===== config.mk =====
export PLATFORM = sky130hd
export DESIGN_NAME = mamba_tile_scheduler
export DESIGN_NICKNAME = d
export VERILOG_FILES = /design/src/rtl/mamba_tile_scheduler_pkg.sv /design/src/rtl/tile_credit_counter.sv /design/src/rtl/mamba_tile_scheduler.sv
export SDC_FILE = /design/constraint.sdc
export NUM_CORES = 1
export LEC_CHECK = 0
export ABC_AREA = 1
export CORE_ASPECT_RATIO = 0.5
export CORE_MARGIN = 10
export CORE_UTILIZATION = 46
export CTS_CLUSTER_DIAMETER = 40
export CTS_CLUSTER_SIZE = 28
export DETAILED_ROUTE_END_ITERATION = 8
export DONT_BUFFER_PORTS = 1
export GPL_ROUTABILITY_DRIVEN = 0
export SLEW_MARGIN = 30
export SYNTH_ARGS = -nofsm -noshare
export SYNTH_HDL_FRONTEND = slang
export SYNTH_SLANG_ARGS = --single-unit

===== constraint.sdc =====
create_clock -name clk -period 2 [get_ports clk]
set_input_delay 0.3 -clock clk [delete_from_list [all_inputs] [get_ports clk]]
set_output_delay 0.3 -clock clk [all_outputs]
set_load 0.02 [all_outputs]

===== src/rtl/mamba_tile_scheduler_pkg.sv =====
// Shared types and helpers for the Mamba tile scheduler.
package mamba_sched_pkg;

  typedef enum logic [1:0] {
    IDLE  = 2'd0,
    ISSUE = 2'd1,
    DRAIN = 2'd2,
    DONE  = 2'd3
  } sched_state_t;

  function automatic int n_tiles(input int d, input int tile_size);
    return d / tile_size;
  endfunction

endpackage


===== src/rtl/tile_credit_counter.sv =====
// In-flight counter: +1 on inc, -1 on dec, unchanged on both; flags a dec seen while empty.
module tile_credit_counter #(
  parameter int MAX = 4,
  localparam int CW = $clog2(MAX + 1)
) (
  input  logic          clk,
  input  logic          rst_n,
  input  logic          inc,
  input  logic          dec,
  output logic [CW-1:0] count,
  output logic          underflow
);

  logic [CW-1:0] count_reg;
  logic [CW-1:0] count_next;

  always_comb begin
    count_next = count_reg;
    underflow  = 1'b0;
    unique case ({inc, dec})
      2'b10: begin
        if (count_reg != CW'(MAX)) count_next = count_reg + CW'(1);
      end
      2'b01: begin
        // An empty counter holds at zero rather than wrapping.
        if (count_reg == '0) underflow = 1'b1;
        else                 count_next = count_reg - CW'(1);
      end
      default: count_next = count_reg;
    endcase
  end

  always_ff @(posedge clk or negedge rst_n) begin
    if (!rst_n) count_reg <= '0;
    else        count_reg <= count_next;
  end

  assign count = count_reg;

endmodule


===== src/rtl/mamba_tile_scheduler.sv =====
// Issues one tile-start request per 4-lane tile for a run of tokens,
// throttled by a minimum gap and by the number of tiles still in flight.
module mamba_tile_scheduler
  import mamba_sched_pkg::*;
#(
  parameter int TILE_SIZE       = 4,
  parameter int D               = 256,
  parameter int MAX_OUTSTANDING = 4,
  parameter int TOK_W           = 16,
  parameter int GAP_W           = 8,
  localparam int N_TILES        = n_tiles(D, TILE_SIZE),
  localparam int TI_W           = $clog2(N_TILES),
  localparam int OC_W           = $clog2(MAX_OUTSTANDING + 1)
) (
  input  logic             clk,
  input  logic             rst_n,
  input  logic             cfg_start,
  input  logic [TOK_W-1:0] cfg_n_tokens,
  input  logic [GAP_W-1:0] cfg_gap,
  output logic             busy,
  output logic             done,
  output logic             tile_TVALID,
  input  logic             tile_TREADY,
  output logic [TI_W-1:0]  tile_idx,
  output logic [TOK_W-1:0] tok_idx,
  input  logic             ew_valid,
  input  logic             ew_ready,
  output logic [OC_W-1:0]  outstanding,
  output logic             err_underflow
);

  sched_state_t     state_reg, state_next;
  logic [GAP_W-1:0] gap_cnt_reg, gap_cnt_next;
  logic [GAP_W-1:0] gap_reg, gap_next;
  logic [TOK_W-1:0] n_tokens_reg, n_tokens_next;
  logic [TOK_W-1:0] tok_idx_reg, tok_idx_next;
  logic [TI_W-1:0]  tile_idx_reg, tile_idx_next;
  logic             err_reg, err_next;

  logic issue_fire;
  logic retire;
  logic underflow;
  logic credit_ok;
  logic last_col;
  logic last_tile;

  tile_credit_counter #(
    .MAX (MAX_OUTSTANDING)
  ) u_credit (
    .clk       (clk),
    .rst_n     (rst_n),
    .inc       (issue_fire),
    .dec       (retire),
    .count     (outstanding),
    .underflow (underflow)
  );

  // Request depends only on registered state, so it is stable until it fires:
  // the gap counter is already zero and credits can only grow while waiting.
  assign credit_ok   = outstanding < OC_W'(MAX_OUTSTANDING);
  assign tile_TVALID = (state_reg == ISSUE) && (gap_cnt_reg == '0) && credit_ok;
  assign issue_fire  = tile_TVALID & tile_TREADY;
  assign retire      = ew_valid & ew_ready;

  assign last_col  = tile_idx_reg == TI_W'(N_TILES - 1);
  assign last_tile = last_col && (tok_idx_reg == n_tokens_reg - TOK_W'(1));

  always_comb begin
    state_next    = state_reg;
    gap_next      = gap_reg;
    n_tokens_next = n_tokens_reg;
    tile_idx_next = tile_idx_reg;
    tok_idx_next  = tok_idx_reg;
    gap_cnt_next  = (gap_cnt_reg != '0) ? gap_cnt_reg - GAP_W'(1) : '0;
    err_next      = err_reg | underflow;

    unique case (state_reg)
      IDLE: begin
        if (cfg_start) begin
          n_tokens_next = cfg_n_tokens;
          gap_next      = cfg_gap;
          tile_idx_next = '0;
          tok_idx_next  = '0;
          gap_cnt_next  = '0;
          err_next      = underflow;
          state_next    = (cfg_n_tokens == '0) ? DONE : ISSUE;
        end
      end
      ISSUE: begin
        if (issue_fire) begin
          gap_cnt_next = gap_reg;
          if (last_col) begin
            tile_idx_next = '0;
            tok_idx_next  = tok_idx_reg + TOK_W'(1);
          end else begin
            tile_idx_next = tile_idx_reg + TI_W'(1);
          end
          if (last_tile) state_next = DRAIN;
        end
      end
      DRAIN: begin
        if (outstanding == '0) state_next = DONE;
      end
      DONE: begin
        state_next = IDLE;
      end
      default: begin
        state_next = IDLE;
      end
    endcase
  end

  always_ff @(posedge clk or negedge rst_n) begin
    if (!rst_n) begin
      state_reg    <= IDLE;
      gap_cnt_reg  <= '0;
      gap_reg      <= '0;
      n_tokens_reg <= '0;
      tile_idx_reg <= '0;
      tok_idx_reg  <= '0;
      err_reg      <= 1'b0;
    end else begin
      state_reg    <= state_next;
      gap_cnt_reg  <= gap_cnt_next;
      gap_reg      <= gap_next;
      n_tokens_reg <= n_tokens_next;
      tile_idx_reg <= tile_idx_next;
      tok_idx_reg  <= tok_idx_next;
      err_reg      <= err_next;
    end
  end

  assign busy          = state_reg != IDLE;
  assign done          = state_reg == DONE;
  assign tile_idx      = tile_idx_reg;
  assign tok_idx       = tok_idx_reg;
  assign err_underflow = err_reg;

endmodule


# == Word level (Yosys, flattened, before mapping) ==
# Cells that the tools add are included.
# op_classes
bitwise_logic,3
n_addsub,6
n_reduce_logical,16
n_eq_ne,15
mux,25
n_lt_le_gt_ge,1
# op_table
cell,count
16-bit 2-to-1 mux,3
16-bit case mux with 2 select lines,1
8-bit 2-to-1 mux,3
6-bit 2-to-1 mux,3
"16-bit by 1-bit adder with 16-bit output, second input constant",1
16-bit == test,1
16-bit logical NOT,1
8-bit case mux with 2 select lines,1
"16-bit by 1-bit subtractor with 16-bit output, second input constant",1
6-bit case mux with 2 select lines,1
2-bit 2-to-1 mux,5
"2-bit inequality test, second input constant",5
8-bit logical NOT,1
2-bit case mux with 4 select lines,1
4-bit AND reduction,2
8-bit nonzero test,1
"8-bit by 1-bit subtractor with 8-bit output, second input constant",1
"6-bit by 1-bit adder with 6-bit output, second input constant",1
"2-bit == test, second input constant",3
"6-bit == test, second input constant",1
3-bit 2-to-1 mux,2
3-bit case mux with 2 select lines,1
3-bit AND reduction,2
2-bit nonzero test,3
13 further kinds,21
# totals
register_bits,60
in_bits,30
output_inout_bits,29

# == Logic depth before layout (Yosys ltp) ==
# Gate-level depths: netlist of run 1.
# logic_depth
ltp_word,9
mapped_depth,15
mapped_depth_nobuf,15

# == Hierarchy ==
# From an unflattened synthesis of run 1, not the netlist that was laid out.
# hier_totals
cells_unflattened,484
hier_area_um2,3772.4
# by_module_without_submodules
mod,n_inst,cells_each,seq_area_each_um2,area_per_inst_um2
mamba_tile_scheduler,1,452,1426.4,3544.6
tile_credit_counter,1,32,75.1,227.7

# == Worst setup path after synthesis of run 1 ==
# OpenSTA, ideal clock, no wires.
# synth_timing
path_kind,register to register
from,register gap_cnt_reg[0]
to,"register u_credit.count_reg[1], in the netlist u_credit.count[1]"
arrival_time_ns,1.945
path_stages_with_launch,11
setup_time_ns,0.083
n_path_buf,0
slack_ns,-0.028
required_time_ns,1.917
path_cell_list,dfrtp_1 > inv_1 > ha_1 > nand2_1 > nor2_4 > inv_2 > nor3_4 > nand2_2 > nand3_1 > fa_1 > o21ai_0
# synth_via
elab_chain_len,7
elab_cells_between_ends,11
classes_between,4 x eq/ne; 1 x mux; 1 x bitwise; 5 x reduce/logical
# synth_lines
element,line_no,rtl
start: declaration,mamba_tile_scheduler.sv:33,"logic [GAP_W-1:0] gap_cnt_reg, gap_cnt_next;"
start signal: assignment,mamba_tile_scheduler.sv:124,gap_cnt_reg <= gap_cnt_next;
8-bit logical NOT *,mamba_tile_scheduler.sv:61,assign tile_TVALID = (state_reg == ISSUE) && (gap_cnt_reg == '0) && credit_ok;
1-bit logical AND * (2 in a row),mamba_tile_scheduler.sv:61,
net tile_TVALID,mamba_tile_scheduler.sv:22,"output logic tile_TVALID,"
1-bit bitwise AND *,mamba_tile_scheduler.sv:62,assign issue_fire = tile_TVALID & tile_TREADY;
2-bit == test / 2-bit by 1-bit == test with 1-bit output (equally long branches),tile_credit_counter.sv:20,"unique case ({inc, dec})"
2-bit by 1-bit inequality test with 1-bit output (no line) (tied with other cells),n/a,
3-bit AND reduction (no line),n/a,
end signal: assignment,tile_credit_counter.sv:35,else count_reg <= count_next;
end: declaration,tile_credit_counter.sv:14,logic [CW-1:0] count_reg;
# The timed path passes the listed nets; every way through them passes the cells marked *.
# A chain may end at the register's enable or synchronous reset.

# == Worst setup path after layout of run 1 ==
# layout_timing
from,register gap_cnt_reg[1]
to,"register tok_idx_reg[9], in the netlist tok_idx[9]"
# layout_via
elab_chain_len,6
# layout_lines
element,line_no,rtl
8-bit logical NOT,mamba_tile_scheduler.sv:61,
1-bit logical AND (2 in a row),mamba_tile_scheduler.sv:61,
1-bit bitwise AND,mamba_tile_scheduler.sv:62,
2-bit by 1-bit inequality test with 1-bit output (no line),n/a,
4-bit AND reduction (no line),n/a,
end signal: assignment,mamba_tile_scheduler.sv:128,tok_idx_reg <= tok_idx_next;
end: declaration,mamba_tile_scheduler.sv:36,"logic [TOK_W-1:0] tok_idx_reg, tok_idx_next;"
# No other way between the ends.

==> results.py, run 1 <==
metrics = {
    "final_layout": {
        "final_cell_mix": "nand2_1, dfrtp_1, inv_1",
        "antenna-diode-count": 0,
        "post-route-util": 0.597,
        "fin_cells": 659,
        "mostFrequentLayoutCell": "nand2_1",
        "syn2layout_area_growth_pct": 27.4,
        "drive_gt1_frac": 0.247,
        "fillers": 736,
        "fin_nets": 583,
    },
    "yosys": {
        "ys_warn_count": 0,
        "synth_cells": 485,
        "netlist_area_mm2": 0.00372,
        "yosysSeqAreaShare": 0.403,
        "ys_types": 36,
        "syn_nets": 525,
        "ys_seq_elements": 60,
        "syn_area_per_cell_um2": 7.68,
    },
    "grt": {
        "antenna_found_initial": 0,
        "overflow": 0,
        "track_usage": 0.160,
        "grt_pass1_wl_um": 16100,
        "grt_pass1_vias": 3217,
        "grt_max_degree": 61,
    },
    "timing": {
        "max_freq_mhz": 522,
        "relSlewSlack": 0.625,
        "rsz0062_at_grt": "true",
        "layout_worst_path_cycle_share": 0.958,
        "skew_ps": 5.58,
        "drv_slew": 0,
        "setup_viol_count_final": 0,
        "tightest_slew_ps": 562,
        "post-route-min-period_ps": 1920,
        "hold_viol": 0,
    },
    "placement": {
        "dpl.cell_count": 628,
        "portBuffers": 0,
        "hpwl_um": 7220,
    },
    "worst_setup_path": {
        "endpoint_kind": "flip-flop",
        "timing_worst_setup_path_type": "reg2reg",
        "worstPathArrival_ps": 2170,
        "reg2reg_from": "gap_cnt_reg[1]$_DFF_PN0_",
        "worstPathRequired_ps": 2260,
        "path_max_fanout": 6,
        "critPathLaunch": "gap_cnt_reg[1]$_DFF_PN0_",
        "worstSetupStartpointType": "flip-flop",
    },
    "floorplan": {
        "rows": 23,
        "die_w_um": 147,
        "ios": 59,
        "die_h_um": 83.6,
        "core_mm2": 0.00794,
        "start_util": 0.469,
        "dieArea_mm2": 0.0123,
    },
    "clocking": {
        "cts_tree": "built",
        "cts_buffer_depth": 2,
        "numCtsBuffers": 9,
        "cts.sinks": 60,
        "htreeDepth": 3,
        "cts.reportedPaths.clkPinSlew_ps": 50,
        "cts-root-buf": "clkbuf_16",
        "clk_latency_ps": 330,
    },
    "run_status": {
        "status": "finished clean",
    },
    "detailed_routing": {
        "drc": 0,
        "wl_per_cell_um": 14.9,
        "drt_first_iter_violations": 154,
        "dr.pass1.iters": 6,
        "viasPerCell": 5.07,
        "wirelength_um": 9790,
        "vias": 3343,
        "ant_nets": 0,
    },
    "worst_hold_path": {
        "min_from": "cfg_gap[5]",
        "min_path_type": "in2reg",
    },
    "power_and_ir_drop": {
        "powerDensity_mw_per_mm2": 1450,
        "ir_worst_vdd_mv": 0.630,
        "p_leak_nw": 2.18,
    },
    "job": {
        "drv_cap": 0,
    },
}
path summary, 6_finish.rpt:
check / end / slack (ps) / cells after the start
worst max register to register: tok_idx[9]$_DFFE_PN0P_ / 80 / 13
worst min-delay path: gap_reg[5]$_DFFE_PN0P_ / 120 / 1
max in group asynchronous: state_reg[1]$_DFFE_PN0P_ / 1230 / 2
min in group asynchronous: gap_cnt_reg[5]$_DFF_PN0_ / 490 / 2
worst max-delay path: tok_idx[9]$_DFFE_PN0P_ / 80 / 13
worst min register to register: gap_cnt_reg[2]$_DFF_PN0_ / 480 / 2
synth_stat cells, drive strengths merged:
cell type    n  area share
o21a         2      0.0040
xor2        12       0.028
a21oi       15       0.020
inv         56       0.056
buf          5       0.010
and2         1      0.0017
nand2      132        0.14
mux2        18       0.054
a31o         1      0.0024
o21ai       29       0.039
ha           9       0.030
fa           1      0.0054
nand3b       7       0.014
or2          4      0.0067
nor4         6       0.010
nor3         8       0.014
clkbuf       3      0.0030
o31ai        4      0.0081
clkinv       1      0.0010
nor3b        2      0.0040
nand4       15       0.025
nor2        57       0.065
dfrtp       60        0.40
nand3       30       0.040
xnor2        7       0.016
what timing repair did:
action                     CTS  global route
pin swaps                    1            14
resized for setup            3            46
hold buffers                 2             0
setup endpoints to repair   10            34
buffers inserted             3             9
hold endpoints to repair    60             0
gates cloned                 1             1
final cells by class:
type / instances / area, um2 / area share
tap: 112 / 140 / 0.0296
multi-input combinational: 361 / 2100 / 0.442
inverter: 57 / 216 / 0.0456
timing repair buffer: 54 / 498 / 0.105
sequential: 60 / 1500 / 0.317
clock buffer: 14 / 284 / 0.0599
clock inverter: 1 / 5.00 / 0.00106
critical path, stage by stage, from the launching register on:
cell     delay (ps)
dfrtp_1         390
inv_2            90
ha_4            140
nand2_4          50
nor2_4          140
inv_4            60
nor3_4          130
nand2_2         130
nand2_4         120
nand2_8          90
nor2_8          200
buf_6           150
nand4_1          70
o21ai_1          90
per-stage QoR:
step	TNS, ps	setup slack [ps]	cell area [um2]	hold slack, ps	power (mW)
detailed placement	-298	-105	4150	6.70	4.84
finish	0	84.8	4740	116	6.88
global placement	-15.6	-8.49	4150	6.38	4.79
CTS	-5.26	-5.26	4520	106	6.52
floorplan	-35.6	-19.0	3730	4.41	4.01
global route	-134	-26.1	4740	106	7.41
routing by layer:
layer	up-vias	track usage	share of wire
li1	1698	-	-
met1	1553	0.205	0.47
met2	78	0.247	0.44
met3	14	0.0547	0.078
met4	0	0.0510	0.012
met5	-	0	0
cell families (layout without fill, tap and decap cells):
logic type / count (synthesis) / after routing / share of synthesized area
muxes: 18 / 18 / 0.0544
xor gates and xnor gates: 19 / 19 / 0.0447
DFF: 60 / 60 / 0.403
buffers and inverters: 65 / 126 / 0.0709
AOI/OAI and AO/OA: 51 / 51 / 0.0736
and+or+nand+nor: 262 / 263 / 0.318
adders and majority gates: 10 / 10 / 0.0356
power breakdown:
part	switching [mW]	internal [mW]	leakage [nW]	total [mW]
sequential	0.449	1.64	0.758	2.09
clock	0.528	0.964	0.145	1.49
combinational	1.79	1.51	1.28	3.30
total	2.77	4.12	2.18	6.88
Note: power is estimated with default switching activity, not from simulation.
==> inputs of run 2 (changes only) <==
--- a/config.mk
+++ b/config.mk
@@ -8,12 +8,14 @@
 export ABC_AREA = 1
 export CORE_ASPECT_RATIO = 0.5
 export CORE_MARGIN = 10
-export CORE_UTILIZATION = 46
+export CORE_UTILIZATION = 55
 export CTS_CLUSTER_DIAMETER = 40
 export CTS_CLUSTER_SIZE = 28
 export DETAILED_ROUTE_END_ITERATION = 8
 export DONT_BUFFER_PORTS = 1
 export GPL_ROUTABILITY_DRIVEN = 0
+export PLACE_DENSITY = 0.7
+export SETUP_SLACK_MARGIN = 0.15
 export SLEW_MARGIN = 30
 export SYNTH_ARGS = -nofsm -noshare
 export SYNTH_HDL_FRONTEND = slang
==> results.py, run 2 (same netlist as run 1, synthesis figures left out) <==
metrics = {
    "worst_setup_path": {
        "reg2reg_from": "gap_cnt_reg[1]$_DFF_PN0_",
        "path_cells": "inv_2, ha_4, nand2_4, nor2_4, inv_2, nor3_4, nand2_2, nand2_2, nand2_4, nor2_8, buf_12, clkbuf_16, o21ai_2",
        "endpoint_kind": "flip-flop",
        "path_max_fanout": 5,
        "worstPathRequired_ps": 2220,
        "r2r_end": "tok_idx[5]$_DFFE_PN0P_",
        "worstPathArrival_ps": 2110,
        "critical_path.max_stage_delay_ps": 390,
        "cp_slowest_cell": "dfrtp_1",
        "worstSetupStartpointType": "flip-flop",
        "r2r_cells": 13,
        "rrSetupSlack_ps": 110,
        "timing_worst_setup_path_type": "reg2reg",
    },
    "detailed_routing": {
        "ant_nets": 0,
        "viasPerCell": 5.41,
        "drt_first_iter_violations": 276,
        "vias": 3461,
        "wirelength_um": 10100,
        "wl_per_cell_um": 15.8,
        "drc": 0,
        "dr.pass1.iters": 5,
    },
    "clocking": {
        "htreeDepth": 3,
        "clk_latency_ps": 330,
        "numCtsBuffers": 9,
        "cts-root-buf": "clkbuf_16",
        "cts_buffer_depth": 2,
        "cts_tree": "built",
        "cts.reportedPaths.clkPinSlew_ps": 50,
        "cts.sinks": 60,
    },
    "grt": {
        "grt_max_degree": 61,
        "grt_pass1_vias": 3291,
        "antenna_found_initial": 0,
        "overflow": 0,
        "track_usage": 0.185,
        "grt_pass1_wl_um": 15900,
    },
    "floorplan": {
        "rows": 21,
        "die_h_um": 78.2,
        "die_w_um": 136,
        "start_util": 0.562,
        "ios": 59,
        "dieArea_mm2": 0.0107,
        "core_mm2": 0.00662,
    },
    "worst_hold_path": {
        "min_from": "cfg_gap[6]",
        "whs_endpoint": "gap_reg[6]$_DFFE_PN0P_",
        "holdPathStages": 1,
        "min_path_type": "in2reg",
    },
    "timing": {
        "hold_viol": 0,
        "relSlewSlack": 0.614,
        "max_freq_mhz": 530,
        "post-route-min-period_ps": 1890,
        "rsz0062_at_grt": "true",
        "drv_slew": 0,
        "worst_slack_ps": 113,
        "setup_viol_count_final": 0,
        "skew_ps": 5.25,
        "layout_worst_path_cycle_share": 0.944,
        "tightest_slew_ps": 575,
    },
    "final_layout": {
        "drive_gt1_frac": 0.294,
        "antenna-diode-count": 0,
        "final_area_mm2": 0.00500,
        "fin_nets": 584,
        "mostFrequentLayoutCell": "nand2_1",
        "syn2layout_area_growth_pct": 34.3,
        "final_cell_mix": "nand2_1, dfrtp_1, inv_1",
    },
    "placement": {
        "portBuffers": 0,
        "placed_area_mm2": 0.00413,
        "dp_slack_ps": 38.1,
        "hpwl_um": 7000,
    },
    "power_and_ir_drop": {
        "finalPower_mw": 7.82,
        "p_leak_nw": 2.31,
        "ir_worst_vdd_mv": 0.902,
        "powerDensity_mw_per_mm2": 1560,
    },
    "job": {
        "drv_cap": 0,
    },
    "run_status": {
        "status": "finished clean",
    },
}
[run 2: changes by cell type in the layout (fill, tap and decap cells not counted), sizes merged]
cell | before | now
bufinv | 0 | 3
clkbuf | 15 | 12
buf | 52 | 53
clkinvlp | 0 | 1
nor2 | 58 | 57
[run 2: critical path: cells and delay by family, from the launching register on]
family | cells | cell delay (ps)
AND/OR/NAND/NOR | 7 | 770
buffers and inverters | 4 | 420
AO/OA/AOI/OAI | 1 | 50
flip-flops | 1 | 390
adder cells (fa/ha/maj) | 1 | 140
[run 2: how the worst max path moves through the flow]
stage | slack (ps) | end | startpoint
after global placement | 70 | state_reg[0]$_DFFE_PN0P_ | n_tokens_reg[0]$_DFFE_PN0P_
after detailed placement | 40 | state_reg[0]$_DFFE_PN0P_ | n_tokens_reg[0]$_DFFE_PN0P_
after global routing | -40 | state_reg[1]$_DFFE_PN0P_ | tile_idx[0]$_DFFE_PN0P_
after CTS | 110 | tok_idx[9]$_DFFE_PN0P_ | gap_cnt_reg[1]$_DFF_PN0_
after floorplan | -20 | u_credit.count[1]$_DFFE_PN0P_ | gap_cnt_reg[0]$_DFF_PN0_
final | 110 | tok_idx[5]$_DFFE_PN0P_ | gap_cnt_reg[1]$_DFF_PN0_
[run 2: repair_timing]
| action | in CTS | in global routing |
|---|---|---|
| cloned | 1 | 2 |
| endpoints found under the hold margin | 60 | 0 |
| buffers inserted | 7 | 7 |
| setup endpoints to repair | 24 | 34 |
| hold buffers | 2 | 0 |
| pin swaps | 10 | 9 |
| resized for setup | 22 | 74 |
[run 2: per-layer routing]
metal	GRT usage	share of wire	vias to the layer above	routed length, um
met5	0	0	-	0
met4	0.0307	0.0057	0	58
met3	0.0870	0.090	12	907
met2	0.295	0.48	117	4880
met1	0.229	0.42	1623	4260
li1	-	-	1709	-
[run 2: layout make-up]
type	instances	area, um2
clock buffer	11	243
multi-input combinational	360	2230
sequential	60	1500
timing repair inverter	1	16.3
fill	496	1620
tap	92	115
clock inverter	4	97.6
inverter	57	239
timing repair buffer	55	556
[run 2: power by group]
part	internal [mW]	leakage (nW)	total, mW	switching, mW
clock network	1.24	0.162	1.78	0.534
logic	1.83	1.39	3.96	2.13
registers	1.64	0.759	2.08	0.442
total	4.71	2.31	7.82	3.11
[run 2: per-stage QoR]
step | std cells | hold slack, ps | TNS (ps) | utilization
final | 640 | 114 | 0 | 0.755
after global routing | 640 | 98.3 | -115 | 0.755
after CTS | 631 | 104 | 0 | 0.704
after detailed placement | 606 | 6.16 | 0 | 0.623
after global placement | 606 | 6.03 | 0 | 0.623
after floorplan | 485 | 4.41 | -67.1 | -
